[config.mk]
export PLATFORM = sky130hd
export DESIGN_NAME = team_06_link_tx
export DESIGN_NICKNAME = d
export VERILOG_FILES = /design/src/rtl/team_06_link_pkg.sv /design/src/rtl/team_06_sample_fifo.sv /design/src/rtl/team_06_link_tx.sv
export SDC_FILE = /design/constraint.sdc
export NUM_CORES = 1
export LEC_CHECK = 0
export BUFFER_PORTS_ARGS = -buffer_cell sky130_fd_sc_hd__buf_4
export CORE_MARGIN = 2
export CORE_UTILIZATION = 59
export CTS_CLUSTER_SIZE = 8
export DETAILED_ROUTE_END_ITERATION = 16
export HOLD_SLACK_MARGIN = 0.1
export PLACE_DENSITY = 0.78
export SETUP_SLACK_MARGIN = 0.2
export SYNTH_ARGS = -nofsm -noshare
export SYNTH_HDL_FRONTEND = slang
export SYNTH_SLANG_ARGS = --single-unit
[constraint.sdc]
create_clock -name clk -period 3.65 [get_ports clk]
set_clock_uncertainty 0.2 [all_clocks]
set_input_delay 0.5475 -clock clk [delete_from_list [all_inputs] [get_ports clk]]
set_output_delay 0.5475 -clock clk [all_outputs]
set_load 0.01 [all_outputs]
[src/rtl/team_06_link_pkg.sv]
// team_06_link_pkg: shared constants, types and frame builder for the link transmitter.
// Contents: KEY_UP/KEY_DOWN control words, tx_state_t, FRAME_BITS, build_frame().
// Build option: TEAM06_LINK_PARITY_EN adds an even-parity bit (12-bit frame instead of 11).
package team_06_link_pkg;

    localparam logic [7:0] KEY_UP   = 8'hA5;
    localparam logic [7:0] KEY_DOWN = 8'h5A;

    typedef enum logic {
        IDLE  = 1'b0,
        SHIFT = 1'b1
    } tx_state_t;

`ifdef TEAM06_LINK_PARITY_EN
    localparam int FRAME_BITS = 12;
`else
    localparam int FRAME_BITS = 11;
`endif

    // Frame packed LSB-first: bit 0 leaves the wire first (start bit).
    function automatic logic [FRAME_BITS-1:0] build_frame(input logic       ctrl,
                                                          input logic [7:0] data);
`ifdef TEAM06_LINK_PARITY_EN
        return {1'b1, ^{ctrl, data}, data, ctrl, 1'b0};
`else
        return {1'b1, data, ctrl, 1'b0};
`endif
    endfunction

endpackage

[src/rtl/team_06_sample_fifo.sv]
// team_06_sample_fifo: synchronous FIFO_DEPTH x 8 sample buffer, one cycle write-to-read.
// Ports: clk, rst (async, active-high), push/din, pop/dout (head, show-ahead), full, empty, level.
// A push while full is accepted only if a pop happens in the same cycle; pop on empty is ignored.
module team_06_sample_fifo #(
    parameter  int FIFO_DEPTH = 4,
    localparam int LW         = $clog2(FIFO_DEPTH + 1)
) (
    input  logic          clk,
    input  logic          rst,
    input  logic          push,
    input  logic          pop,
    input  logic [7:0]    din,
    output logic [7:0]    dout,
    output logic          full,
    output logic          empty,
    output logic [LW-1:0] level
);

    localparam int AW = $clog2(FIFO_DEPTH);

    logic [7:0]    mem [FIFO_DEPTH];
    logic [AW-1:0] wr_ptr;
    logic [AW-1:0] rd_ptr;
    logic          do_push;
    logic          do_pop;

    assign full    = (level == LW'(FIFO_DEPTH));
    assign empty   = (level == '0);
    assign do_pop  = pop && !empty;
    assign do_push = push && (!full || do_pop);
    assign dout    = mem[rd_ptr];

    always_ff @(posedge clk) begin
        if (do_push) begin
            mem[wr_ptr] <= din;
        end
    end

    // Depth is a power of two, so the pointers wrap for free.
    always_ff @(posedge clk or posedge rst) begin
        if (rst) begin
            wr_ptr <= '0;
            rd_ptr <= '0;
            level  <= '0;
        end else begin
            if (do_push) wr_ptr <= wr_ptr + AW'(1);
            if (do_pop)  rd_ptr <= rd_ptr + AW'(1);
            case ({do_push, do_pop})
                2'b10:   level <= level + LW'(1);
                2'b01:   level <= level - LW'(1);
                default: level <= level;
            endcase
        end
    end

endmodule

[src/rtl/team_06_link_tx.sv]
// team_06_link_tx: frames talk key-up/key-down words and mic samples onto an async serial line.
// Ports: clk, rst (async, active-high), talk, sample_valid/sample in; tx, busy, overflow, fifo_level out.
// Build option: TEAM06_LINK_PARITY_EN selects the parity-bit frame (see team_06_link_pkg).
module team_06_link_tx
    import team_06_link_pkg::*;
#(
    parameter  int BIT_CYCLES = 16,
    parameter  int FIFO_DEPTH = 4,
    localparam int LW         = $clog2(FIFO_DEPTH + 1)
) (
    input  logic          clk,
    input  logic          rst,
    input  logic          talk,
    input  logic          sample_valid,
    input  logic [7:0]    sample,
    output logic          tx,
    output logic          busy,
    output logic          overflow,
    output logic [LW-1:0] fifo_level
);

    localparam int CW = $clog2(BIT_CYCLES);
    localparam int IW = $clog2(FRAME_BITS);

    tx_state_t             state;
    tx_state_t             state_nxt;
    logic                  talk_q;
    logic                  rise;
    logic                  fall;
    logic                  pend_up;
    logic                  pend_down;
    logic                  pend_up_nxt;
    logic                  pend_down_nxt;
    logic                  sel_up;
    logic                  sel_pop;
    logic                  sel_down;
    logic                  load;
    logic                  push_req;
    logic [7:0]            f_dout;
    logic                  f_full;
    logic                  f_empty;
    logic [FRAME_BITS-1:0] shreg;
    logic [CW-1:0]         bit_cnt;
    logic [IW-1:0]         bit_idx;
    logic                  bit_end;
    logic                  last_bit;
    logic [7:0]            load_data;

    assign rise     = talk && !talk_q;
    assign fall     = !talk && talk_q;
    assign push_req = sample_valid && talk;
    assign bit_end  = (bit_cnt == CW'(BIT_CYCLES - 1));
    assign last_bit = (bit_idx == IW'(FRAME_BITS - 1));
    assign load     = sel_up || sel_pop || sel_down;

    team_06_sample_fifo #(
        .FIFO_DEPTH (FIFO_DEPTH)
    ) u_fifo (
        .clk   (clk),
        .rst   (rst),
        .push  (push_req),
        .pop   (sel_pop),
        .din   (sample),
        .dout  (f_dout),
        .full  (f_full),
        .empty (f_empty),
        .level (fifo_level)
    );

    // FSM state register
    always_ff @(posedge clk or posedge rst) begin
        if (rst) state <= IDLE;
        else     state <= state_nxt;
    end

    // FSM next state and word selection. KEY_DOWN waits for the FIFO to drain.
    always_comb begin
        state_nxt = state;
        sel_up    = 1'b0;
        sel_pop   = 1'b0;
        sel_down  = 1'b0;
        case (state)
            IDLE: begin
                if (pend_up) begin
                    sel_up    = 1'b1;
                    state_nxt = SHIFT;
                end else if (!f_empty) begin
                    sel_pop   = 1'b1;
                    state_nxt = SHIFT;
                end else if (pend_down) begin
                    sel_down  = 1'b1;
                    state_nxt = SHIFT;
                end
            end
            SHIFT: begin
                if (bit_end && last_bit) state_nxt = IDLE;
            end
            default: state_nxt = IDLE;
        endcase
    end

    // FSM outputs
    always_comb begin
        tx   = (state == SHIFT) ? shreg[0] : 1'b1;
        busy = (state == SHIFT) || !f_empty || pend_up || pend_down;
    end

    // Pending key events. A flag being consumed this cycle is already on its way
    // out, so an opposing edge in that same cycle must queue the new event rather
    // than cancel the one that is leaving.
    always_comb begin
        pend_up_nxt   = pend_up && !sel_up;
        pend_down_nxt = pend_down && !sel_down;
        if (rise) begin
            if (pend_down_nxt) pend_down_nxt = 1'b0;
            else               pend_up_nxt   = 1'b1;
        end
        if (fall) begin
            if (pend_up_nxt) pend_up_nxt   = 1'b0;
            else             pend_down_nxt = 1'b1;
        end
    end

    always_comb begin
        load_data = KEY_DOWN;
        if (sel_up)       load_data = KEY_UP;
        else if (sel_pop) load_data = f_dout;
    end

    always_ff @(posedge clk or posedge rst) begin
        if (rst) begin
            talk_q    <= 1'b0;
            pend_up   <= 1'b0;
            pend_down <= 1'b0;
            overflow  <= 1'b0;
        end else begin
            talk_q    <= talk;
            pend_up   <= pend_up_nxt;
            pend_down <= pend_down_nxt;
            // A pop in the same cycle frees the slot, so that push is not dropped.
            overflow  <= push_req && f_full && !sel_pop;
        end
    end

    // Shifter and bit timing; idle shifts in ones so the line stays high.
    always_ff @(posedge clk or posedge rst) begin
        if (rst) begin
            shreg   <= '1;
            bit_cnt <= '0;
            bit_idx <= '0;
        end else if (load) begin
            shreg   <= build_frame(!sel_pop, load_data);
            bit_cnt <= '0;
            bit_idx <= '0;
        end else if (state == SHIFT) begin
            if (bit_end) begin
                bit_cnt <= '0;
                bit_idx <= bit_idx + IW'(1);
                shreg   <= {1'b1, shreg[FRAME_BITS-1:1]};
            end else begin
                bit_cnt <= bit_cnt + CW'(1);
            end
        end
    end

endmodule

==> summary.txt, run 1 <==
Synth
  – Synth Area per Inst: 13.2 um^2
  – Library cells used by synthesis: 40
  – Synth Cell Area: 0.00273 mm^2
  – Post-synth top area cell: edfxtp_1
  – Number of synthesized flops with an enable pin: 32
  – Post-synth top area share: 35.2%
  – Asr flop ratio synth: 48.4%
  – Synth area leaders: edfxtp_1 (35%), dfrtp_1 (18%), dfstp_2 (9.6%)
  – Syn Inst Count: 207
  – Seq/Total Area, Yosys: 63.2%
  – Top FF cell, synth: edfxtp_1
  – Syn nets: 227
  – Warning count from the yosys run: 0
  – #FFs+latches synth: 62

GRT
  – Initial antenna violation count: 0
  – GRT Residual Overflow: 0
  – Total Routing Usage GR: 21.7%
  – First-pass GRT wire length: 8080 um
  – Largest net degree at the start of global routing: 31
  – Vias in the first global route: 1,666

Finish
  – Register area: 0.00172 mm^2
  – Synth-to-Final Area Change: 13.7%
  – Final core occ: 70.2%
  – Footprint of the multi-input gates: 937 um^2
  – Layout cells sized above 1: 22.7%
  – NumNets Final: 248
  – Fillers: 298
  – Antenna cell count: 0

STA
  – Clock period minus final worst setup slack: 2.91 ns
  – Final Slew Violations: 0
  – Slew @ Worst Pin: 1.12 ns
  – Final Setup Violations: 0
  – Setup_tns: 0 ns
  – Final Hold Fails: 0
  – Setup repair after global routing missed its margin: false
  – Max Clock Freq: 0.344 GHz
  – Tcrit/Tclk final: 79.6%
  – Rel. slew slack: 25.0%

Worst setup path
  – Critical Path RT: 3.67 ns
  – Max incr delay on CP: 0.53 ns
  – Buffers & Inverters on Critical Path: 0
  – CP Max Fanout: 15
  – Critical Path End Type: flip-flop
  – Startpoint types: flip-flop
  – Worst Path Arrival: 2.93 ns
  – Worst path cell trace: or2_1 > nor2_1 > nand2_1 > fa_1 > or3_1 > and3_1 > a211o_1
  – WS Path Type: reg -> reg
  – Top delay family on crit path: simple AND/OR/NAND/NOR gates
  – Slowest CP cell: dfrtp_1

CTS
  – # hold bufs at CTS: 0
  – H-tree Lvls: 3
  – TritonCTS Buffers: 9
  – Clock Tree Buf Depth: 2
  – CTS tree: built
  – Root Buffer: clkbuf_8
  – Clk sinks: 62
  – Post-CTS Setup Bufs: 0
  – Reg clk slew, reported paths: 0.07 ns
  – Insertion delay to the later sink of the worst-skew pair: 0.34 ns
  – Cts repair resizes: 0

Min path
  – HP Class: in -> reg

Routing
  – TritonRoute pass-1 iters: 4
  – DR iter-0 viols: 109
  – Vias/cell: 5.92
  – Post-route ant nets: 0
  – Met3 routed WL: 177 um
  – Via count: 1,686
  – WL final: 4920 um
  – DRC viols: 0
  – Met1 WL: 2080 um
  – Top sig layer: met4
  – DR WL/cell: 17.3 um
  – Met2 WL post-DR: 2580 um

Placement
  – Port Buffers: 17
  – Final GP Congestion: 0.758
  – Dpl hpwl: 3290 um

Power
  – Cell area power density: 682 mW/mm^2
  – Max rail drop VDD: 0.442 mV
  – Leakage power: 1.20 nW

Floorplan
  – Die span in y: 72.0 um
  – Core area: 0.00441 mm^2
  – Boundary Pins: 18
  – Total die area: 0.00518 mm^2
  – Die width: 72.0 um
  – Row count: 24
  – Starting density of the core: 61.8%

Flow run
  – Maxcap violations: 0

Status
  – Outcome: complete, no violations
[registers in the layout, indices dropped and copies added, names as in the netlist]
register,cells
bit_cnt,4
bit_idx,4
talk_q,1
shreg,10
pend_down,1
u_fifo.rd_ptr,2
state,1
overflow,1
u_fifo.level,3
u_fifo.wr_ptr,2
pend_up,1
u_fifo.mem,32
[cell type report]
cell class	instances	area share [%]
clock buffer	9	4.00
clock inverter	7	2.87
inverter	9	1.09
multi-input combinational	129	30.2
sequential	62	55.6
tap	52	2.10
timing repair buffer	17	4.12
[worst paths after layout]
kind	end	slack (ns)	cells past startpoint	from
min in group asynchronous	u_fifo.level[2]	0.30	2	rst
min	talk_q	0.13	1	talk
max in group asynchronous	bit_cnt[3]	2.27	2	rst
max	u_fifo.level[2]	0.74	7	state
min reg2reg	shreg[1]	0.27	2	shreg[1]
max reg2reg	u_fifo.level[2]	0.74	7	state
[cells in the mapped netlist, types with 2 or more instances]
| master | instances |
|---|---|
| nand3_1 | 5 |
| or3_1 | 6 |
| buf_2 | 4 |
| clkbuf_1 | 3 |
| a22o_1 | 3 |
| edfxtp_1 | 32 |
| and2_1 | 4 |
| dfrtp_1 | 20 |
| and3_1 | 2 |
| mux4_2 | 8 |
| a21oi_1 | 9 |
| dfstp_2 | 10 |
| inv_1 | 9 |
| nand2_1 | 23 |
| a22oi_1 | 6 |
| o22ai_1 | 4 |
| nor2_1 | 11 |
| xnor2_1 | 5 |
| nor3_1 | 3 |
| ha_1 | 7 |
| nand2b_1 | 2 |
| o21ai_0 | 13 |
[cell families (layout without fill, tap and decap cells)]
family	after synthesis	after routing	share of synthesized area, %
compound gates	44	44	10.3
xor+xnor	6	6	1.93
fa+ha+maj	8	8	3.95
buf+inv	16	42	2.39
flops	62	62	63.2
mux	8	8	6.61
simple gates	63	63	11.6
[layout by cell type, fill, tap and decap left out, types with 2 or more instances in the layout]
master      n
mux4_2      8
and3_1      2
nand2_1    23
nand3_1     5
edfxtp_1   32
or3_1       6
dfrtp_1    20
nor2_1     11
o22ai_1     4
dfstp_2    10
a21oi_1     9
clkbuf_8    9
inv_1       9
nor3_1      3
buf_4      17
and2_1      4
clkinv_1    2
o21ai_0    13
a22o_1      3
a22oi_1     6
nand2b_1    2
xnor2_1     5
bufinv_16   2
ha_1        7
[per-stage QoR]
step / cell area (um^2) / hold WS, ns / setup WS (ns) / total power (W) / cells
after CTS: 3100 / 0.122 / 0.745 / 0.00212 / 285
after global placement: 2890 / 0.257 / 0.874 / 0.00143 / 269
final: 3100 / 0.133 / 0.744 / 0.00211 / 285
after detailed placement: 2890 / 0.256 / 0.760 / 0.00148 / 269
after global routing: 3100 / 0.129 / 0.609 / 0.00222 / 285
after floorplan: 2730 / 0.245 / 1.03 / 0.00133 / 207
[layer usage]
layer / vias to the layer above / global-route usage [%]
met4: 0 / 11.3
met2: 26 / 35.4
met3: 9 / 4.58
met1: 847 / 27.5
met5: - / 0
li1: 804 / -
[power by group]
group / internal (W) / switching, W
Clock: 0.000379 / 0.000264
Sequential: 0.000929 / 0.000125
Combinational: 0.000192 / 0.000224
Total: 0.00150 / 0.000614
No activity file was read; power rests on OpenSTA's default activity.
==> run 2: changes to the inputs <==
- ABC_AREA: not set -> 1
- CORE_UTILIZATION: 59 -> 54
- PLACE_DENSITY: 0.78 -> 0.75
- clock period: 3.65 -> 2.65 ns (I/O delays scaled with it)
==> run 2 against run 1 <==
  * Hold slack better by 0.056 ns
  * Sequential power is essentially flat
  * Combinational power is 86% lower
  * Global-route usage is 2.3 points lower
  * Synthesized cell count is 32% higher
  * Clock-buffer cell count unchanged
  * Register-to-register slack got worse by 0.11 ns
  * Sequential share of layout area decreased by 3.1 points
  * Clock power increased by 11%
  * Critical path type is now in -> reg
  * Critical endpoint unchanged
  * Largest cell class unchanged
==> summary.txt, run 2 <==
Status
  – Outcome: complete, no violations

Synth
  – Library cells used by synthesis: 29
  – Synth Cell Area: 0.00284 mm^2
  – Top FF cell, synth: edfxtp_1
  – Number of synthesized flops with an enable pin: 32
  – Syn nets: 293
  – Post-synth top area cell: edfxtp_1
  – Seq/Total Area, Yosys: 60.7%
  – Synth Area per Inst: 10.4 um^2
  – Asr flop ratio synth: 48.4%
  – Post-synth top area share: 33.8%
  – Top-count cell post-synth: nand2_1
  – Synth area leaders: edfxtp_1 (34%), dfrtp_1 (18%), dfstp_2 (9.3%)
  – Most frequent cells after synthesis: nand2_1 (56), nor2_1 (34), edfxtp_1 (32)
  – Warning count from the yosys run: 0
  – Syn Inst Count: 273
  – #FFs+latches synth: 62

STA
  – Final Hold Fails: 0
  – Final Worst Setup Slack: 0.555 ns
  – Slew @ Worst Pin: 0.594 ns
  – Setup_tns: 0 ns
  – Clock period minus final worst setup slack: 2.10 ns
  – Max Clock Freq: 0.477 GHz
  – Final Slew Violations: 0
  – Tcrit/Tclk final: 79.1%
  – Setup repair after global routing missed its margin: false
  – Rel. slew slack: 60.2%
  – Hold WS: 0.189 ns
  – Final Setup Violations: 0

Power
  – Cell area power density: 549 mW/mm^2
  – Max rail drop VDD: 0.450 mV
  – Leakage power: 1.45 nW

Placement
  – Pre-CTS setup slack: 0.638 ns
  – Port Buffers: 17
  – Dpl hpwl: 3630 um
  – Placed instance area: 0.00301 mm^2
  – Final GP Congestion: 0.798

Worst setup path
  – Startpoint types: primary input
  – Critical Path RT: 2.68 ns
  – Worst Path Arrival: 2.13 ns
  – CP Max Fanout: 3
  – Worst path cell trace: dlygate4sd3_1 > buf_4 > nand2_1 > nand3_1 > fa_1 > inv_1 > nand2_1 > nand2_1 > nand2_1 > nand2_1 > inv_1
  – WS Path Type: in -> reg
  – Critical Path End Type: flip-flop
  – Slowest CP cell: dlygate4sd3_1
  – Crit-path most repeated cell: nand2_1
  – Max incr delay on CP: 0.54 ns

CTS
  – Root Buffer: clkbuf_8
  – Insertion delay to the later sink of the worst-skew pair: 0.34 ns
  – H-tree Lvls: 3
  – CTS tree: built
  – Clock Tree Buf Depth: 2
  – Reg clk slew, reported paths: 0.07 ns
  – Cts repair resizes: 0
  – Clk sinks: 62
  – TritonCTS Buffers: 9

Routing
  – Met1 WL: 2420 um
  – Vias/cell: 4.91
  – Via count: 1,872
  – WL final: 5170 um
  – Met3 routed WL: 196 um
  – Top sig layer: met4
  – DR WL/cell: 13.6 um
  – DRC viols: 0
  – TritonRoute pass-1 iters: 4
  – Post-route ant nets: 0
  – DR iter-0 viols: 98
  – Met2 WL post-DR: 2440 um

GRT
  – Total Routing Usage GR: 19.3%
  – Largest net degree at the start of global routing: 31
  – GRT Residual Overflow: 0
  – First-pass GRT wire length: 8580 um
  – Vias in the first global route: 1,839
  – Initial antenna violation count: 0

Floorplan
  – Die span in y: 76.5 um
  – Starting density of the core: 55.9%
  – Core area: 0.00507 mm^2
  – Row count: 26
  – Die width: 76.5 um
  – Boundary Pins: 18
  – Total die area: 0.00585 mm^2

Finish
  – Final core occ: 64.7%
  – Fillers: 434
  – Synth-to-Final Area Change: 15.7%
  – Final Cell Area: 0.00328 mm^2
  – Register area: 0.00172 mm^2
  – NumNets Final: 326
  – Antenna cell count: 0
  – Commonest non-fill, non-tap cells in the layout: nand2_1 (56), nor2_1 (34), edfxtp_1 (32)
  – Most common cell after layout, fill and taps aside: nand2_1
  – Top flop regs: u_fifo.mem: 32 flops, shreg: 10 flops
  – Largest Register: u_fifo.mem
  – Layout cells sized above 1: 18.0%
  – Largest register FFs: 32
  – Footprint of the multi-input gates: 942 um^2

Min path
  – HP Class: in -> reg

Flow run
  – Maxcap violations: 0
==> run 2: cell families (layout without fill, tap and decap cells) <==
logic type,count (synthesis),after routing,share of synthesized area [%]
AO/OA/AOI/OAI,32,32,6.21
XOR/XNOR,5,5,1.54
adder cells (fa/ha/maj),8,8,3.79
buffers and inverters,38,76,6.08
flip-flops,62,62,60.7
AND/OR/NAND/NOR,128,128,21.6
==> run 2: what timing repair did <==
| action | 4_1_cts | 5_1_grt |
|---|---|---|
| buffers inserted | 0 | 0 |
| endpoints found under the hold margin | 53 | 0 |
| hold buffers | 10 | 0 |
==> run 2: cell type report <==
class / instances / area share [%]
timing repair buffer: 28 / 7.16
sequential: 62 / 52.5
clock buffer: 9 / 3.77
tap: 70 / 2.67
multi-input combinational: 173 / 28.7
clock inverter: 7 / 1.52
inverter: 32 / 3.70
==> run 2: metal layers <==
metal | vias to the layer above | global-route usage [%]
met3 | 11 | 4.15
met4 | 0 | 11.3
met2 | 43 | 31.5
met5 | - | 0
met1 | 856 | 23.8
li1 | 962 | -
==> run 2: critical path, delay by kind of cell <==
| family | cells | cell delay, ns |
|---|---|---|
| buf+inv | 4 | 0.79 |
| simple gates | 6 | 0.53 |
| fa+ha+maj | 1 | 0.41 |
==> run 2: through the flow <==
stage / cells / power (W)
6_report: 381 / 0.00180
5_1_grt: 381 / 0.00187
4_1_cts: 381 / 0.00182
3_5_place_dp: 355 / 0.00110
3_3_place_gp: 355 / 0.00109
2_1_floorplan: 273 / 0.00107
==> run 2: worst paths after layout <==
kind,start,endpoint,slack [ns],cells after the start
hold / removal,sample_valid,overflow,0.19,3
hold reg to reg,shreg[1],shreg[1],0.27,2
max in group asynchronous,rst,shreg[9],1.43,4
min in group asynchronous,rst,bit_cnt[0],0.50,4
setup reg to reg,state,u_fifo.mem[3][0],0.63,5
setup / recovery,talk,u_fifo.level[2],0.55,11
==> run 2: power by group <==
part | switching (W) | internal (W)
sequential | 0.00000703 | 0.00102
combinational | 0.0000325 | 0.0000269
clock | 0.000376 | 0.000340
==> run 3: changes to the inputs <==
- clock period: 2.65 -> 1.7 ns (I/O delays scaled with it)
==> run 3 against run 2 <==
  * Critical path depth down 3
  * Largest power group unchanged
  * Routed wire length rose by 24%
  * The run now ends with negative setup slack left
  * Global-route usage increased by 1.6 points
  * Power grew 73%
==> summary.txt, run 3 (same netlist as run 2, synthesis figures left out) <==
Worst setup path
  – R2r endpoint: shreg[4]
  – WS Path Type: reg -> reg
  – CP Max Fanout: 7
  – Critical Path RT: 1.78 ns
  – R2R cell count: 8
  – Startpoint types: flip-flop
  – Worst Path Arrival: 1.86 ns
  – Critical Path End Type: flip-flop
  – Flop-to-flop setup slack: -0.08 ns
  – R2r startpoint: pend_up

Min path
  – Hold EP: shreg[3]
  – Hold Crit Start: shreg[3]
  – Cells on Worst Hold Path: 2
  – HP Class: reg -> reg

CTS
  – Insertion delay to the later sink of the worst-skew pair: 0.34 ns
  – CTS tree: built
  – Clk sinks: 62
  – TritonCTS Buffers: 9
  – Reg clk slew, reported paths: 0.07 ns
  – Root Buffer: clkbuf_8
  – H-tree Lvls: 3
  – Clock Tree Buf Depth: 2

Placement
  – Pre-CTS setup slack: 0.0194 ns
  – Port Buffers: 17
  – Final GP Congestion: 0.779
  – Dpl hpwl: 3370 um

Floorplan
  – Starting density of the core: 55.9%
  – Total die area: 0.00585 mm^2
  – Die width: 76.5 um
  – Die span in y: 76.5 um
  – Core area: 0.00507 mm^2
  – Row count: 26
  – Boundary Pins: 18

Routing
  – TritonRoute pass-1 iters: 4
  – DR iter-0 viols: 121
  – Via count: 2,173
  – Post-route ant nets: 0
  – DR WL/cell: 15.6 um
  – WL final: 6430 um
  – Vias/cell: 5.27
  – DRC viols: 0

Status
  – Failing checks: negative setup slack
  – Outcome: finished with violations

STA
  – Final Slew Violations: 0
  – Tcrit/Tclk final: 105%
  – Setup repair after global routing missed its margin: true
  – Final Worst Setup Slack: -0.0827 ns
  – Clock period minus final worst setup slack: 1.78 ns
  – Rel. slew slack: 68.7%
  – Hold WS: 0.279 ns
  – Max Clock Freq: 0.561 GHz
  – Slew @ Worst Pin: 0.469 ns
  – Final Setup Violations: 42
  – Final Hold Fails: 0

Finish
  – Most common cell after layout, fill and taps aside: nand2_1
  – Top flop regs: u_fifo.mem: 32 flops, shreg: 10 flops
  – Commonest non-fill, non-tap cells in the layout: nand2_1 (42), edfxtp_1 (32), nor2_1 (27), buf_4 (27), inv_1 (24)
  – Fillers: 310
  – Largest Register: u_fifo.mem
  – Largest register FFs: 32
  – Layout cells sized above 1: 38.6%
  – Antenna cell count: 0
  – NumNets Final: 357
  – Synth-to-Final Area Change: 37.2%

Power
  – Max rail drop VDD: 0.760 mV
  – Cell area power density: 803 mW/mm^2
  – Leakage power: 1.65 nW

GRT
  – Total Routing Usage GR: 20.9%
  – Vias in the first global route: 2,037
  – GRT Residual Overflow: 0
  – First-pass GRT wire length: 9370 um
  – Initial antenna violation count: 0
  – Largest net degree at the start of global routing: 31

Flow run
  – Maxcap violations: 0
-- run 3: cell types whose count changed in the layout (fill, tap and decap cells not counted), sizes merged --
cell,before,now
buf,18,46
bufinv,0,2
clkbuf,9,10
clkinv,5,3
dlygate4sd3,10,13
inv,32,31
-- run 3: repair_timing --
action | 4_1_cts | 5_1_grt
buffers inserted | 12 | 8
gates resized for setup | 19 | 55
cloned | 0 | 0
pin swaps | 7 | 16
endpoints found under the hold margin | 62 | 0
hold buffers | 13 | 0
endpoints found under the setup margin | 55 | 60
-- run 3: power by group --
part,internal (W),switching (W)
Combinational,0.0000516,0.0000596
Sequential,0.00159,0.0000140
Clock,0.000822,0.000584
Total,0.00247,0.000658
-- run 3: per-layer routing --
layer	vias to the layer above	global-route usage (%)	wire [um]
met3	16	6.04	302
met1	1059	25.8	2650
met2	74	34.7	3310
met4	0	8.73	160
li1	1024	-	-
met5	-	0	0
-- run 3: worst max-delay path by stage --
| stage | startpoint | to | depth (start not counted) |
|---|---|---|---|
| after detailed placement | u_fifo.level[0] | u_fifo.level[1] | 5 |
| after CTS | pend_up | busy | 4 |
| after global routing | pend_up | u_fifo.mem[3][3] | 6 |
| final | pend_up | shreg[4] | 8 |
| after global placement | state | u_fifo.level[2] | 9 |
| after floorplan | state | u_fifo.level[2] | 10 |
-- run 3: layout make-up --
type	count	area [um^2]	area share [%]
clock buffers	10	128	3.28
clock inverters	6	86.3	2.22
inverters	32	134	3.44
multi-input cells	173	1160	29.8
flip-flops and latches	62	1730	44.4
well taps	70	87.6	2.25
repair buffers	59	568	14.6
-- run 3: per-stage QoR --
step	area [um^2]	instances	util (%)	total power, W	TNS [ns]
3_3_place_gp	3140	363	61.8	0.00170	0
3_5_place_dp	3140	363	61.8	0.00171	0
6_report	3890	412	76.7	0.00313	-1.58
4_1_cts	3630	404	71.6	0.00314	-0.0569
2_1_floorplan	2900	273	-	0.00166	0
5_1_grt	3890	412	76.7	0.00323	-4.46
-- run 3: critical path: stages, from the launching register on --
cell        delay (ns)
dfrtp_2           0.46
nor2_8            0.15
buf_6             0.12
nand4_4           0.11
buf_6             0.16
nand2_8           0.06
clkinvlp_4        0.19
o21ai_1           0.20
nor2_1            0.06
